$ cat config.mk
export PLATFORM = sky130hd
export DESIGN_NAME = reset_sequencer
export DESIGN_NICKNAME = d
export VERILOG_FILES = /design/src/rtl/reset_sequencer.sv
export SDC_FILE = /design/constraint.sdc
export NUM_CORES = 1
export LEC_CHECK = 0
export CORE_UTILIZATION = 50
export DETAILED_ROUTE_END_ITERATION = 10
export GPL_ROUTABILITY_DRIVEN = 0
export GPL_TIMING_DRIVEN = 0
export PLACE_DENSITY_LB_ADDON = 0.1
export RECOVER_POWER = 50
export SYNTH_ARGS = -nofsm -noshare
export SYNTH_HDL_FRONTEND = slang
export SYNTH_SLANG_ARGS = --single-unit
$ cat constraint.sdc
create_clock -name sys_clk -period 4.67 [get_ports sys_clk]
set_input_delay 0.7005 -clock sys_clk [delete_from_list [all_inputs] [get_ports sys_clk]]
set_output_delay 0.7005 -clock sys_clk [all_outputs]
set_load 0.01 [all_outputs]
$ cat src/rtl/reset_sequencer.sv
// Multi-domain reset sequencer: waits for all PLL locks, holds reset, then releases
// the stage resets in ascending order with an optional ready gate on stage 1.
module reset_sequencer #(
  parameter int NUM_LOCKS   = 2,
  parameter int NUM_STAGES  = 3,
  parameter int HOLD_CYCLES = 65536,
  parameter int STAGE_GAP   = 16,
  parameter int RDY_GATE    = 1,
  parameter int RDY_TIMEOUT = 4096,
  parameter int CNT_W       = 8
) (
  input  logic                  sys_clk,
  input  logic                  sys_rst_n,
  input  logic [NUM_LOCKS-1:0]  lock_in,
  input  logic                  rdy_in,
  input  logic                  soft_rst,
  output logic [NUM_STAGES-1:0] rst_out,
  output logic                  done,
  output logic                  rdy_timeout,
  output logic [CNT_W-1:0]      relock_cnt,
  output logic [2:0]            state
);

  localparam int MAX_A = (HOLD_CYCLES > STAGE_GAP) ? HOLD_CYCLES : STAGE_GAP;
  localparam int MAX_T = (MAX_A > RDY_TIMEOUT) ? MAX_A : RDY_TIMEOUT;
  localparam int TW    = (MAX_T > 1) ? $clog2(MAX_T) : 1;
  localparam int KW    = $clog2(NUM_STAGES);

  localparam logic [TW-1:0] HOLD_TC = TW'(HOLD_CYCLES - 1);
  localparam logic [TW-1:0] GAP_TC  = TW'(STAGE_GAP - 1);
  localparam logic [TW-1:0] RDY_TC  = TW'(RDY_TIMEOUT - 1);
  localparam logic [KW-1:0] LAST_K  = KW'(NUM_STAGES - 1);

  typedef enum logic [2:0] {
    S_WAIT_LOCK = 3'd0,
    S_HOLD      = 3'd1,
    S_REL0      = 3'd2,
    S_WAIT_RDY  = 3'd3,
    S_REL       = 3'd4,
    S_DONE      = 3'd5
  } state_t;

  logic [NUM_LOCKS-1:0]  r_lock_meta, r_lock_sync;
  logic                  r_lock_ok, r_rdy_meta, r_rdy_sync;
  state_t                r_state, w_state;
  logic [TW-1:0]         r_cnt, w_cnt, w_cnt_inc;
  logic [KW-1:0]         r_k, w_k;
  logic [NUM_STAGES-1:0] r_rst, w_rst;
  logic                  r_done, w_done, r_tmo, w_tmo;
  logic [CNT_W-1:0]      r_relock, w_relock;

  // Lock lines are qualified through two sync flops and a registered AND.
  always_ff @(posedge sys_clk or negedge sys_rst_n) begin
    if (!sys_rst_n) begin
      r_lock_meta <= '0;
      r_lock_sync <= '0;
      r_lock_ok   <= 1'b0;
      r_rdy_meta  <= 1'b0;
      r_rdy_sync  <= 1'b0;
    end else begin
      r_lock_meta <= lock_in;
      r_lock_sync <= r_lock_meta;
      r_lock_ok   <= &r_lock_sync;
      r_rdy_meta  <= rdy_in;
      r_rdy_sync  <= r_rdy_meta;
    end
  end

  always_ff @(posedge sys_clk or negedge sys_rst_n) begin
    if (!sys_rst_n) begin
      r_state  <= S_WAIT_LOCK;
      r_cnt    <= '0;
      r_k      <= '0;
      r_rst    <= '1;
      r_done   <= 1'b0;
      r_tmo    <= 1'b0;
      r_relock <= '0;
    end else begin
      r_state  <= w_state;
      r_cnt    <= w_cnt;
      r_k      <= w_k;
      r_rst    <= w_rst;
      r_done   <= w_done;
      r_tmo    <= w_tmo;
      r_relock <= w_relock;
    end
  end

  assign w_cnt_inc = (r_cnt == '1) ? r_cnt : r_cnt + TW'(1);

  // Lock loss outranks soft reset; both are ignored while already waiting for lock.
  always_comb begin
    w_state  = r_state;
    w_cnt    = w_cnt_inc;
    w_k      = r_k;
    w_rst    = r_rst;
    w_done   = r_done;
    w_tmo    = r_tmo;
    w_relock = r_relock;
    if ((r_state != S_WAIT_LOCK) && !r_lock_ok) begin
      w_state  = S_WAIT_LOCK;
      w_rst    = '1;
      w_done   = 1'b0;
      w_cnt    = '0;
      w_relock = (r_relock == '1) ? r_relock : r_relock + CNT_W'(1);
    end else if ((r_state != S_WAIT_LOCK) && soft_rst) begin
      w_state = S_HOLD;
      w_rst   = '1;
      w_done  = 1'b0;
      w_cnt   = '0;
    end else begin
      case (r_state)
        S_WAIT_LOCK: begin
          w_rst  = '1;
          w_done = 1'b0;
          w_cnt  = '0;
          if (r_lock_ok) w_state = S_HOLD;
          else           w_state = S_WAIT_LOCK;
        end
        S_HOLD: begin
          if (r_cnt == HOLD_TC) begin
            w_rst[0] = 1'b0;
            w_cnt    = '0;
            w_k      = KW'(1);
            if (RDY_GATE != 0) w_state = S_WAIT_RDY;
            else               w_state = S_REL;
          end else begin
            w_state = S_HOLD;
          end
        end
        S_WAIT_RDY: begin
          if (r_rdy_sync) begin
            w_state = S_REL;
            w_cnt   = '0;
          end else if (r_cnt == RDY_TC) begin
            w_state = S_REL;
            w_cnt   = '0;
            w_tmo   = 1'b1;
          end else begin
            w_state = S_WAIT_RDY;
          end
        end
        S_REL: begin
          if (r_cnt == GAP_TC) begin
            w_rst = r_rst & ~(NUM_STAGES'(1) << r_k);
            w_cnt = '0;
            if (r_k == LAST_K) begin
              w_done  = 1'b1;
              w_state = S_DONE;
            end else begin
              w_k     = r_k + KW'(1);
              w_state = S_REL;
            end
          end else begin
            w_state = S_REL;
          end
        end
        S_DONE: begin
          w_rst   = '0;
          w_done  = 1'b1;
          w_state = S_DONE;
        end
        default: begin
          w_state = S_WAIT_LOCK;
          w_rst   = '1;
          w_done  = 1'b0;
          w_cnt   = '0;
        end
      endcase
    end
  end

  assign rst_out     = r_rst;
  assign done        = r_done;
  assign rdy_timeout = r_tmo;
  assign relock_cnt  = r_relock;
  assign state       = r_state;

endmodule

==> Word-level counts from Yosys, hierarchy flattened <==
Cells that the tools add are included.
{ "word_totals": {"ram_bits": 0, "latchBits": 0, "word_cells": 86, "output_inout_bits": 16, "ff_bits": 41, "rom_bits": 0, "n_memories": 0} }
{ "op_classes": {"shift": 1, "n_eq_ne": 17, "div": 0, "add_sub_neg": 3, "n_reduce_logical": 14, "mux": 32, "n_mul": 0, "order_cmp": 0, "bitwise": 6} }
{ "ops": {"columns": ["operator", "count"], "rows": [
  ["$mux 16", 7],
  ["$pmux 16 s4", 1],
  ["$mux 3", 7],
  ["$add 16x1->16 const B", 1],
  ["$eq 16x12->1 const B", 1],
  ["$eq 16x16->1 const B", 1],
  ["$eq 16x4->1 const B", 1],
  ["$pmux 3 s5", 1],
  ["$ne 4x4->1 const B", 3],
  ["$add 8x1->8 const B", 1],
  ["$eq 8x8->1 const B", 1],
  ["$mux 1", 8],
  ["$mux 2", 4],
  ["$eq 3x3->1 const B", 2],
  ["$ne 2x2->1 const B", 3],
  ["$pmux 2 s3", 1],
  ["$reduce_and 2->1", 3],
  ["$reduce_and 3->1", 2],
  ["$reduce_and 6->1", 1],
  ["$reduce_and 5->1", 1],
  ["$not 1->1", 4],
  ["$pmux 1 s4", 1],
  ["$pmux 2 s2", 1],
  ["$and 3x3->3", 1],
  ["15 further kinds", 16]
]} }

==> Longest topological paths before layout <==
Gate-level depths: netlist (run 1).
{ "depth": {"depth_word": 7, "mapped_depth": 8, "depth_no_buf": 6} }

==> Worst setup path before layout (run 1) <==
No wires, ideal clock.
{ "synth_timing": {"path_kind": "flip-flop to flip-flop", "start": "register r_state[1] (netlist: state[1])", "end": "register r_k[0]", "path_slack_ps": 2824, "arrival_time_ps": 1719, "n_path_buf": 1, "path_stages_with_launch": 7, "synth_period_minus_slack_ps": 1846, "cell_sequence": "dfrtp_1 -> buf_2 -> nor3_1 -> nor2_1 -> nor3b_1 -> a31o_2 -> mux2_1"} }
{ "synth_between": {"elab_chain_len": 4} }
{ "synth_rtl": {"columns": ["item", "line_no", "source"], "rows": [
  ["start, declared", "45", "state_t r_state, w_state;"],
  ["start signal, assigned", "79", "r_state <= w_state;"],
  ["branches (longest 4 deep; another with $reduce_and 6->1)", null, null],
  ["end signal, assigned", "81", "r_k <= w_k;"],
  ["end, declared", "47", "logic [KW-1:0] r_k, w_k;"]
]} }
Parallel ways; which one is timed is not known.
A chain may end at the register's enable or synchronous reset.

==> Worst setup path after layout (run 1) <==
{ "layout_timing": {"start": "input port soft_rst", "end": "register r_k[0]"} }
{ "layout_between": {"elab_chain_len": 3} }
{ "layout_rtl": {"columns": ["item", "line_no", "source"], "rows": [
  ["start, declared", "16", "input logic soft_rst,"],
  ["$logic_and 1x1->1", "106", "end else if ((r_state != S_WAIT_LOCK) && soft_rst) begin"],
  ["$not 1->1 (no source line)", null, null],
  ["$reduce_and 6->1 (no source line)", null, null]
]} }
No other way between the ends.

==> results_dict.tcl, run 1 <==
set metrics [dict create \
    status "finished, violations left" \
    violations "max-capacitance violations, max-slew violations" \
    finalSetupTns_ns 0 \
    antenna_left 0 \
    ctsHtreeMaxLevel 2 \
    drt_iter0_markers 72 \
    crit_family "simple AND/OR/NAND/NOR gates" \
    crit_start "soft_rst" \
    required_ns 4.85 \
    max_stage_delay_ns 0.47 \
    r2r_cells 8 \
    synthArstFlopShare_pct 100 \
    finalMaxSlewViolations 42 \
    finalSetupViolCount 0 \
    post_cts_resized 0 \
    hpwl_microns 3200 \
    cts_root_buf "clkbuf_8" \
    rsz0062_at_grt "false" \
    fmax_ghz 0.446 \
    grt_max_degree 42 \
    post-place-cells 282 \
    syn2layout_area_growth_pct 19.0 \
    hp-class "reg -> reg" \
    whs_path_depth 0 \
    wl_per_cell_microns 15.7 \
    crit_type "in -> reg" \
    r2r-start "r_cnt[0]" \
    placementRows 23 \
    dieArea_sq_mm 0.00450 \
    synth.distinct_cells 43 \
    numCtsBuffers 5 \
    clk_pin_slew_worst_paths_ns 0.08 \
    ios 22 \
    synth_area_sq_mm 0.00212 \
    ir_worst_vdd_mv 0.291 \
    drive_above_1_share_pct 10.4 \
    final_util_pct 62.6 \
    yosysTopAreaCellShare_pct 44.9 \
    tritoncts "done" \
    finClkSkew_ns 0.00441 \
    io_buffers 21 \
    post-cts-setup-buffer-count 0 \
    crit_cells 6 \
    cp_slowest_cell "clkdlybuf4s50_1" \
    fin_nets 251 \
    grt_pass1_wl_microns 7750 \
    critPathLaunchType "input pin" \
    ys_ff_latch 41 \
    crit_path_end_kind "flop" \
    routed_via_density 6.04 \
    synthTopCellsByArea "dfrtp_1, nor2_1, dfstp_2" \
    cp_max_fo 6 \
    core-area_sq_mm 0.00403 \
    synth-edff-count 0 \
    fin_crit_sh_pct 48.0 \
    wl_microns 4540 \
    grt_overflow 0 \
    p_leak_nw 1.03 \
    synth_area_leader_cell "dfrtp_1" \
    syn_inst 211 \
    fp.dieH_microns 67.1 \
    synth_ff_type "dfrtp_1" \
    grt_util_met1_pct 30.9 \
    n_antenna_cell 0 \
    synth_nets 223 \
    use_met2_pct 36.9 \
    busiest_layer "met2" \
    yosys_warnings 0 \
    synth_area_per_cell_sq_um 10.0 \
    gr-usage-all-layers_pct 23.3 \
    yosysSeqAreaShare_pct 48.6 \
    vias 1753 \
    hold_viol 0 \
    dr.pass1.iters 4 \
    worst_slew_pin_slew_ns 2.11 \
    floorplan.initialDensity_pct 52.6 \
    holdWs_ns 0.356 \
    grtUsageMet3_pct 4.62 \
    cts_hold_buffers 0 \
    die_w_microns 67.1 \
    hp-start "r_lock_meta[1]" \
    antenna_found_initial 0 \
    cts.sinks 41 \
    maxSlewHeadroom_pct -40.5 \
    path_cells "clkdlybuf4s50_1, nor2b_1, nor2_1, nor3b_1, a31o_2, mux2_1" \
    insertion_delay_ns 0.29 \
    stdcell_count 290 \
    powerDensity_mw_per_mm2 396 \
    arrival_ns 2.43 \
    fin_crit_ns 2.24 \
    first_global_vias 1676 \
    crit_buf_inv 1 \
    timing.max_cap.violations 1 \
    cts_buffer_depth 2 \
    remaining_drc_errors 0 \
]
==> area by class of cell <==
cell class | count | area (sq um)
multi-input cells | 155 | 1020
fillers | 326 | 1510
well taps | 50 | 62.6
clock inverters | 3 | 68.8
flip-flops and latches | 41 | 1030
inverters | 10 | 37.5
clock buffers | 5 | 68.8
plain buffers | 5 | 28.8
repair buffers | 21 | 204
==> layer usage <==
layer	share of wire [%]	wire, microns
met5	0	0
met4	1.7	79
met3	4.0	182
met2	49	2210
met1	46	2070
==> state kept, by name, summed over array words and instances (netlist names) <==
register and flops:
rdy_timeout 1, relock_cnt 8, r_lock_meta 2, r_rdy_meta 1
state 3, r_lock_ok 1, r_rdy_sync 1, r_cnt 16
done 1, r_k 2, r_lock_sync 2, rst_out 3
==> per-stage QoR <==
stage               cell area, sq um  setup slack (ns)  power (mW)
detailed placement              2390              2.16       0.659
CTS                             2520              2.47        1.01
global route                    2520              1.94        1.05
floorplan                       2120              2.82       0.554
finish                          2520              2.43        1.00
global placement                2390              1.92       0.653
==> cells in the final DEF, fill, tap and decap left out, types with 3 or more instances in the layout <==
cell type	count
dfrtp_1	38
nor2_1	22
nand2_1	17
clkdlybuf4s50_1	17
nand3_1	12
a21oi_1	12
inv_1	10
nor3_1	10
nand4_1	9
xnor2_1	7
o21ai_0	6
ha_1	6
clkbuf_8	5
and4_1	4
and3_1	4
nand2b_1	4
mux2i_1	4
xor2_1	4
clkbuf_1	3
nor4_1	3
a31oi_1	3
dlygate4sd3_1	3
dfstp_2	3
==> power breakdown <==
| part | total [mW] | internal [mW] | leakage, nW | switching (mW) |
|---|---|---|---|---|
| sequential | 0.441 | 0.393 | 0.530 | 0.0479 |
| combinational | 0.214 | 0.111 | 0.426 | 0.103 |
| clock | 0.344 | 0.215 | 0.0687 | 0.129 |
| total | 1.00 | 0.720 | 1.03 | 0.280 |
==> synthesized netlist by cell type (all sizes together) (2+ instances only) <==
master  count
nand3      12
dfstp       3
xor2        4
nor2       22
dfrtp      38
and3        4
a21oi      12
inv        10
and4        4
a211oi      4
nor2b       2
nor3       10
o22ai       2
nand2      17
buf         4
mux2i       4
a31o        2
a31oi       3
o21ai       6
and2        2
xnor2       7
nand4       9
nor4        5
nand2b      4
ha          6
nor3b       2
mux2        2
==> path summary, 6_finish.rpt <==
kind	slack, ns	to
setup reg to reg	2.46	r_cnt[0]
hold / removal	0.36	r_lock_sync[1]
max in group asynchronous	2.46	relock_cnt[6]
hold reg to reg	0.36	r_lock_sync[1]
min in group asynchronous	1.01	r_cnt[5]
setup / recovery	2.43	r_k[0]
==> cells by family after synthesis <==
family	Yosys count	share of synthesized area (%)
muxes	6	2.95
adders and majority gates	6	3.54
xor gates and xnor gates	11	4.55
AOI/OAI and AO/OA	38	13.6
buffers and inverters	15	3.19
DFF	41	48.6
and+or+nand+nor	94	23.6
Note: power is estimated with default switching activity, not from simulation.
==> inputs of run 2 (changes only) <==
==> constraint.sdc (replaced) <==
create_clock -name sys_clk -period 2.1 [get_ports sys_clk]
set_input_delay 0.315 -clock sys_clk [delete_from_list [all_inputs] [get_ports sys_clk]]
set_output_delay 0.315 -clock sys_clk [all_outputs]
set_load 0.01 [all_outputs]
==> run 2 against run 1 <==
  * Register-to-register slack lost 2.3 ns
  * Largest power group unchanged
  * Routed wire length grew 1.8%
  * Cell count grew 3.1%
  * The run now ends clean
  * Via count grew 2.2%
  * First-iteration DRC count grew 32%
  * Design area grew 3.8%
==> results_dict.tcl, run 2 (synthesis gave the netlist of run 1 again) <==
set metrics [dict create \
    busiest_layer "met2" \
    powerDensity_mw_per_mm2 868 \
    crit_start "r_cnt[1]" \
    finalMaxSlewViolations 0 \
    rsz0062_at_grt "false" \
    core-area_sq_mm 0.00403 \
    timing.max_cap.violations 0 \
    fin_nets 260 \
    insertion_delay_ns 0.30 \
    cts.sinks 41 \
    arrival_ns 2.13 \
    hold_viol 0 \
    crit_type "reg -> reg" \
    finalSetupViolCount 0 \
    numCtsBuffers 5 \
    finalSetupTns_ns 0 \
    clk_pin_slew_worst_paths_ns 0.08 \
    syn2layout_area_growth_pct 23.6 \
    cts_hold_buffers 0 \
    worst_slew_pin_slew_ns 0.991 \
    r2r-start "r_cnt[1]" \
    antenna_found_initial 0 \
    fin_crit_ns 1.95 \
    cts_root_buf "clkbuf_8" \
    grt_pass1_wl_microns 7750 \
    ctsHtreeMaxLevel 2 \
    die_w_microns 67.1 \
    remaining_drc_errors 0 \
    vias 1792 \
    drt_iter0_markers 95 \
    drive_above_1_share_pct 15.7 \
    dieArea_sq_mm 0.00450 \
    hpwl_microns 3200 \
    placed_area_sq_mm 0.00239 \
    tritoncts "done" \
    hp-class "in -> async" \
    wl_per_cell_microns 15.4 \
    use_met2_pct 36.9 \
    ios 22 \
    stdcell_count 299 \
    n_fill_cell 321 \
    fp.dieH_microns 67.1 \
    gr-usage-all-layers_pct 23.3 \
    ir_worst_vdd_mv 0.694 \
    status "complete, no violations" \
    first_global_vias 1676 \
    place_ws_ns -0.0201 \
    grtUsageMet3_pct 4.62 \
    setup_slack_ns 0.153 \
    largest-register "r_cnt" \
    dr.pass1.iters 5 \
    finClkSkew_ns 0.00447 \
    largest_reg_flops 16 \
    cts_buffer_depth 2 \
    grt_overflow 0 \
    fin_crit_sh_pct 92.7 \
    maxSlewHeadroom_pct 34.0 \
    n_antenna_cell 0 \
    io_buffers 21 \
    antenna_left 0 \
    floorplan.initialDensity_pct 52.6 \
    fmax_ghz 0.513 \
    crit_path_end_kind "flop" \
    final_cell_mix "dfrtp_1, nor2_1, nand2_1, clkdlybuf4s50_1" \
    p_leak_nw 1.08 \
    grt_max_degree 42 \
    grt_util_met1_pct 30.9 \
    cp_max_fo 6 \
    final_common_cell "dfrtp_1" \
    wl_microns 4620 \
    rrSetupSlack_ns 0.15 \
    fin_area_sq_mm 0.00262 \
    critPathLaunchType "flop" \
    routed_via_density 5.99 \
    post-place-cells 282 \
    placementRows 23 \
    required_ns 2.28 \
]
==> run 2: cell types whose count changed in the layout (fill, tap and decap cells not counted), sizes merged <==
cell and change:
clkdlybuf4s50 -1, clkbuf -1, dlygate4sd3 +1, buf +10
==> run 2: metrics by stage <==
stage | utilization, % | hold slack [ns] | total power, mW
after floorplan | - | 0.0194 | 1.23
after global placement | 59.3 | 0.334 | 1.45
after detailed placement | 59.2 | 0.340 | 1.47
after CTS | 62.6 | 0.173 | 2.24
after global routing | 65.0 | 0.265 | 2.37
final | 65.0 | 0.169 | 2.27
==> run 2: final cells by class <==
| cell class | instances | area (sq um) | share of cell area, % |
|---|---|---|---|
| Timing Repair Buffer | 30 | 273 | 10.4 |
| Multi-Input combinational cell | 155 | 1040 | 39.9 |
| Sequential cell | 41 | 1030 | 39.3 |
| Buffer | 5 | 32.5 | 1.24 |
| Clock inverter | 3 | 68.8 | 2.63 |
| Tap cell | 50 | 62.6 | 2.39 |
| Inverter | 10 | 37.5 | 1.43 |
| Clock buffer | 5 | 68.8 | 2.63 |
==> run 2: final timing paths <==
path | to | depth (start not counted)
min in group sys_clk | r_lock_sync[1] | 0
max | r_k[0] | 5
max reg2reg | r_k[0] | 5
max in group asynchronous | relock_cnt[6] | 1
min reg2reg | r_lock_sync[1] | 0
min | r_cnt[5] | 1
==> run 2: layer usage <==
metal | up-vias | routed length [microns]
li1 | 841 | -
met3 | 10 | 226
met2 | 62 | 2260
met4 | 0 | 93
met5 | - | 0
met1 | 879 | 2040
==> run 2: report_power, final <==
group,internal [mW],switching [mW]
Clock,0.479,0.291
Combinational,0.279,0.239
Sequential,0.874,0.111
==> run 2: what timing repair did <==
action | 4_1_cts | 5_1_grt
setup buffers | 0 | 9
endpoints found under the setup margin | 0 | 5
gates resized for setup | 0 | 6
==> run 2: critical path, stage by stage, from the launching register on <==
cell,delay [ns]
dfrtp_1,0.43
ha_4,0.18
nand4_1,0.21
nor4_2,0.43
a31o_2,0.25
mux2_1,0.32
